[config.mk]
export PLATFORM = sky130hd
export DESIGN_NAME = fetch_stage
export DESIGN_NICKNAME = d
export VERILOG_FILES = /design/src/rtl/fetch_pkg.sv /design/src/rtl/if_id_register.sv /design/src/rtl/fetch_stage.sv
export SDC_FILE = /design/constraint.sdc
export NUM_CORES = 1
export LEC_CHECK = 0
export BUFFER_PORTS_ARGS = -buffer_cell sky130_fd_sc_hd__buf_2
export CAP_MARGIN = 25
export CORE_ASPECT_RATIO = 0.9
export CORE_MARGIN = 5
export CORE_UTILIZATION = 59
export CTS_CLUSTER_SIZE = 14
export DETAILED_ROUTE_END_ITERATION = 8
export GPL_ROUTABILITY_DRIVEN = 0
export PLACE_DENSITY = 0.84
export SLEW_MARGIN = 20
export SYNTH_ARGS = -nofsm -noshare
export SYNTH_HDL_FRONTEND = slang
export SYNTH_HIERARCHICAL = 1
export SYNTH_SLANG_ARGS = --single-unit
[constraint.sdc]
create_clock -name clk -period 4.05 [get_ports clk]
set_clock_uncertainty 0.05 [all_clocks]
set_input_delay 0.81 -clock clk [delete_from_list [all_inputs] [get_ports clk]]
set_output_delay 0.81 -clock clk [all_outputs]
set_load 0.005 [all_outputs]
[src/rtl/fetch_pkg.sv]
`default_nettype none
// ============================================================================
// Module   : fetch_pkg
// Purpose  : Shared constants and state encoding for the instruction fetch stage.
// Revision : 1.0 - initial release
// ============================================================================
package fetch_pkg;

    localparam int                ADDR_W   = 32;
    localparam logic [ADDR_W-1:0] PC_INC   = 32'd4;
    localparam logic [31:0]       NOP_WORD = 32'h0000_0000;

    typedef enum logic [1:0] {
        ST_FETCH   = 2'd0,
        ST_HOLD    = 2'd1,
        ST_DISCARD = 2'd2
    } fetch_state_e;

endpackage
`default_nettype wire

[src/rtl/if_id_register.sv]
`default_nettype none
// ============================================================================
// Module   : if_id_register
// Purpose  : IF/ID pipeline register with write enable and bubble insertion.
// Revision : 1.0 - initial release
// ============================================================================
module if_id_register
    import fetch_pkg::*;
#(
    parameter logic [31:0] NOP_INSTR = NOP_WORD
) (
    input  logic              clk,
    input  logic              reset_n,
    input  logic              we,
    input  logic              bubble,
    input  logic [31:0]       instr_in,
    input  logic [ADDR_W-1:0] pc_plus4_in,
    output logic [31:0]       instr,
    output logic [ADDR_W-1:0] pc_plus4,
    output logic              valid
);

    logic [31:0]       r_instr;
    logic [ADDR_W-1:0] r_pc_plus4;
    logic              r_valid;

    always_ff @(posedge clk) begin
        if (!reset_n || (we && bubble)) begin
            r_instr    <= NOP_INSTR;
            r_pc_plus4 <= '0;
            r_valid    <= 1'b0;
        end else if (we) begin
            r_instr    <= instr_in;
            r_pc_plus4 <= pc_plus4_in;
            r_valid    <= 1'b1;
        end
    end

    assign instr    = r_instr;
    assign pc_plus4 = r_pc_plus4;
    assign valid    = r_valid;

endmodule
`default_nettype wire

[src/rtl/fetch_stage.sv]
`default_nettype none
// ============================================================================
// Module   : fetch_stage
// Purpose  : PC sequencing, instruction memory handshake and IF/ID loading.
// Revision : 1.0 - initial release
// ============================================================================
module fetch_stage
    import fetch_pkg::*;
#(
    parameter logic [ADDR_W-1:0] RESET_PC  = 32'h0000_0000,
    parameter logic [31:0]       NOP_INSTR = NOP_WORD
) (
    input  logic              clk,
    input  logic              reset_n,
    input  logic              PC_write,
    input  logic              branch_taken_ID,
    input  logic [ADDR_W-1:0] branch_target_ID,
    output logic              imem_req,
    output logic [ADDR_W-1:0] imem_addr,
    input  logic              imem_ready,
    input  logic [31:0]       imem_data,
    output logic [31:0]       instr_IF_ID,
    output logic [ADDR_W-1:0] pc_plus4_IF_ID,
    output logic              valid_IF_ID,
    output logic [4:0]        rs_IF_ID,
    output logic [4:0]        rt_IF_ID
);

    fetch_state_e      r_state;
    fetch_state_e      w_next_state;
    logic [ADDR_W-1:0] r_pc;
    logic [ADDR_W-1:0] w_pc_next;
    logic [ADDR_W-1:0] r_req_addr;
    logic [31:0]       r_hold_buf;
    logic [31:0]       w_ifid_instr;
    logic              w_ifid_we;
    logic              w_ifid_bubble;
    logic              w_buf_load;
    logic              w_req_latch;
    logic              w_redirect;
    logic [ADDR_W-1:0] w_target;
    logic [ADDR_W-1:0] w_pc_plus4;

    assign w_redirect = branch_taken_ID && PC_write;
    assign w_target   = branch_target_ID & ~32'h3;
    assign w_pc_plus4 = r_pc + PC_INC;

    always_ff @(posedge clk) begin
        if (!reset_n) begin
            r_state    <= ST_FETCH;
            r_pc       <= RESET_PC;
            r_req_addr <= RESET_PC;
            r_hold_buf <= '0;
        end else begin
            r_state <= w_next_state;
            r_pc    <= w_pc_next;
            if (w_req_latch) begin
                r_req_addr <= r_pc;
            end
            if (w_redirect) begin
                r_hold_buf <= '0;
            end else if (w_buf_load) begin
                r_hold_buf <= imem_data;
            end
        end
    end

    always_comb begin
        w_next_state  = r_state;
        w_pc_next     = r_pc;
        w_ifid_we     = 1'b0;
        w_ifid_bubble = 1'b0;
        w_ifid_instr  = imem_data;
        w_buf_load    = 1'b0;
        w_req_latch   = 1'b0;
        case (r_state)
            ST_FETCH: begin
                if (w_redirect) begin
                    w_pc_next     = w_target;
                    w_ifid_we     = 1'b1;
                    w_ifid_bubble = 1'b1;
                    if (!imem_ready) begin
                        // Outstanding request must complete at the old address.
                        w_next_state = ST_DISCARD;
                        w_req_latch  = 1'b1;
                    end
                end else if (imem_ready && PC_write) begin
                    w_pc_next = w_pc_plus4;
                    w_ifid_we = 1'b1;
                end else if (imem_ready) begin
                    w_buf_load   = 1'b1;
                    w_next_state = ST_HOLD;
                end else if (PC_write) begin
                    w_ifid_we     = 1'b1;
                    w_ifid_bubble = 1'b1;
                end
            end
            ST_HOLD: begin
                if (w_redirect) begin
                    w_pc_next     = w_target;
                    w_ifid_we     = 1'b1;
                    w_ifid_bubble = 1'b1;
                    w_next_state  = ST_FETCH;
                end else if (PC_write) begin
                    w_pc_next    = w_pc_plus4;
                    w_ifid_we    = 1'b1;
                    w_ifid_instr = r_hold_buf;
                    w_next_state = ST_FETCH;
                end
            end
            ST_DISCARD: begin
                if (w_redirect) begin
                    w_pc_next = w_target;
                end
                w_ifid_we     = PC_write;
                w_ifid_bubble = 1'b1;
                if (imem_ready) begin
                    w_next_state = ST_FETCH;
                end
            end
            default: begin
                w_next_state = ST_FETCH;
            end
        endcase
    end

    assign imem_req  = reset_n && (r_state != ST_HOLD);
    assign imem_addr = (r_state == ST_DISCARD) ? r_req_addr : r_pc;

    if_id_register #(
        .NOP_INSTR (NOP_INSTR)
    ) u_if_id (
        .clk         (clk),
        .reset_n     (reset_n),
        .we          (w_ifid_we),
        .bubble      (w_ifid_bubble),
        .instr_in    (w_ifid_instr),
        .pc_plus4_in (w_pc_plus4),
        .instr       (instr_IF_ID),
        .pc_plus4    (pc_plus4_IF_ID),
        .valid       (valid_IF_ID)
    );

    assign rs_IF_ID = instr_IF_ID[25:21];
    assign rt_IF_ID = instr_IF_ID[20:16];

endmodule
`default_nettype wire

==> flow_summary.ini <==
[run_status]
status = completed

[cts]
cts_buffers = 17
cts.sinks = 159
post_cts_resized = 0
clk_pin_slew_ns = 0.06
hold_buffers = 0
cts.path.max_buffers = 2
tritoncts = done
cts_max_level = 4
clock_latency_ns = 0.42
post_cts_buffers = 0
root_buffer = clkbuf_16

[synthesis]
synthDistinctLibCells = 60
synth_seq_cells = 159
synthesis.area_sq_mm = 0.00809
ys_seq_area_share_pct = 39.3
syn_inst = 985
ys_warn_count = 6
async_flop_share_pct = 0
synth-edff-count = 0
syn_avg_cell_area_sq_um = 8.22
ys.flop_type = dfxtp_1

[grt]
antenna_found_initial = 2
grt_pass1_wl_microns = 34200
first_global_vias = 6660
track_usage_pct = 26.0
grt_max_degree = 69
overflow = 0

[sta]
setup-violations-final = 0
setup_ws_ns = 0.799
worst_hold_slack_ns = 0.403
max_freq_ghz = 0.308
finalCritPeriodShare_pct = 80.3
max_slew_margin_pct = 42.6
worst_pin_slew_ns = 0.861
rsz0062_at_grt = false
fin_crit_ns = 3.25
finalHoldViolations = 0
drv_slew = 0
setup_tns_ns = 0

[setup_path]
cp.buffers_inverters = 2
crit_fanout = 22
path_delay_family = simple AND/OR/NAND/NOR gates
worstSetupStartpointType = flip-flop
endpoint_kind = output pin
worst_path_largest_cell_delay_ns = 0.71
cp.required_ns = 3.19
cp_common_cell = nand2_1
critPathKind = flip-flop to output pin
crit_chain = nor2b_2, buf_4, nand2_1, nand2_1, buf_2
r2r_slack_ns = 1.54
cpMaxStageDelayCell = nor2b_2
arrival_ns = 2.39

[run]
drv_cap = 0

[route]
viasPerCell = 5.87
drt_iter0_drc = 592
wl_per_cell_microns = 16.8
routed_wl_microns = 21300
num_vias = 7431
drtPass1Iterations = 5
antenna_left = 0
drc = 0

[final_layout]
fillCellCount = 1087
num-nets-final = 1154
final_cells = 1266
layout.area.seq_sq_mm = 0.00318
final_common_cell = nand2_1
finalInstanceArea_sq_mm = 0.00934
synthToLayoutAreaGrowth_pct = 15.4
multi_input_area_sq_mm = 0.00428
finalCoreUtilization_pct = 69.6
final_cell_mix = nand2_1 (251), buf_2 (172), dfxtp_1 (159)
drive_gt1_share_pct = 24.7

[floorplanning]
dieArea_sq_mm = 0.0162
die_width_microns = 133
boundaryPins = 177
initial_utilization_pct = 60.3
core-area_sq_mm = 0.0134
die_y_microns = 121
rows = 40

[placed_design]
dp_hpwl_microns = 13900
dp_slack_ns = 1.28
dpl.cell_count = 1232
place_area_sq_mm = 0.00870
portBuffers = 172

[power]
power-per-cell-area_mw_per_mm2 = 404
ir_worst_vdd_uv = 331
p_leak_nw = 3.90
power_mw = 3.77

[hold_path]
hp-class = flip-flop to flip-flop
==> worst register-to-register path: stages, from the launching register on <==
cell and delay [ns]:
dfxtp_1 0.64, nand2b_1 0.17, buf_4 0.34, nand2_1 0.39
buf_12 0.30, a21oi_1 0.16, nor2_1 0.06, o31a_1 0.28
==> metal layers <==
layer / GRT usage [%] / share of wire (%) / vias to the layer above / wire, microns
met5: 0 / 0.094 / - / 20
met4: 7.58 / 1.6 / 2 / 349
met3: 5.76 / 7.5 / 29 / 1590
met2: 40.9 / 47 / 296 / 10000
met1: 36.1 / 44 / 3493 / 9320
li1: - / - / 3611 / -
==> registers in the layout (all words and copies together) (netlist names) <==
| name | cells |
|---|---|
| u_if_id/instr | 32 |
| r_req_addr | 30 |
| r_hold_buf | 32 |
| r_state | 2 |
| u_if_id/pc_plus4 | 32 |
| u_if_id/valid | 1 |
| r_pc | 30 |
==> kinds of logic after synthesis <==
| family | share of synthesized area (%) |
|---|---|
| AND/OR/NAND/NOR | 25.5 |
| buffers and inverters | 8.30 |
| AO/OA/AOI/OAI | 18.7 |
| other | 0.0463 |
| adder cells (fa/ha/maj) | 0.155 |
| multiplexers | 4.95 |
| flip-flops | 39.3 |
| XOR/XNOR | 3.03 |
==> cell usage after synthesis (3+ instances only) <==
cell | instances | area share, %
or4_1 | 4 | 0.37
nor2_1 | 17 | 0.79
mux2i_1 | 4 | 0.49
o31a_1 | 6 | 0.65
xnor2_1 | 18 | 1.9
a21o_1 | 6 | 0.56
nor4_1 | 10 | 0.77
and3_1 | 7 | 0.54
o22ai_1 | 6 | 0.46
nor3_1 | 12 | 0.74
nand2_1 | 251 | 12
buf_6 | 17 | 2.4
clkbuf_2 | 3 | 0.19
dfxtp_1 | 159 | 39
buf_2 | 30 | 1.9
a22oi_1 | 3 | 0.28
and2b_1 | 3 | 0.28
xor2_1 | 10 | 1.1
a21oi_1 | 78 | 4.8
a2bb2oi_1 | 3 | 0.32
clkbuf_1 | 42 | 1.9
nand4_1 | 9 | 0.70
nand3_1 | 27 | 1.7
nor2b_1 | 65 | 5.0
a32o_1 | 64 | 7.9
buf_1 | 7 | 0.32
inv_1 | 7 | 0.32
and2_1 | 5 | 0.39
buf_4 | 14 | 1.3
o21ai_0 | 20 | 1.2
mux2_2 | 32 | 4.5
a31oi_1 | 6 | 0.46
o21a_1 | 3 | 0.28
==> power breakdown <==
group | internal [mW] | total (mW) | switching [mW]
registers | 1.62 | 1.69 | 0.0627
clock network | 1.03 | 1.66 | 0.625
logic | 0.178 | 0.423 | 0.246
total | 2.84 | 3.77 | 0.934
==> path summary, 6_finish.rpt <==
path,startpoint,to,cells after the start
worst max-delay path,r_state[1]$_SDFFE_PN0P_,imem_addr[31],5
worst min-delay path,r_hold_buf[10]$_SDFFE_PP0P_,r_hold_buf[10]$_SDFFE_PP0P_,2
worst max register to register,r_state[0]$_SDFFE_PN0P_,r_pc[20]$_SDFFE_PN0P_,7
worst min register to register,r_hold_buf[10]$_SDFFE_PP0P_,r_hold_buf[10]$_SDFFE_PP0P_,2
==> layout make-up <==
cell class	instances	area share (%)
sequential	159	34.1
inverter	7	0.281
clock buffer	23	5.23
clock inverter	9	1.41
multi-input combinational	709	45.8
tap	168	2.25
antenna	1	0.0268
timing repair buffer	190	10.9
(Power assumes the default switching activity.)
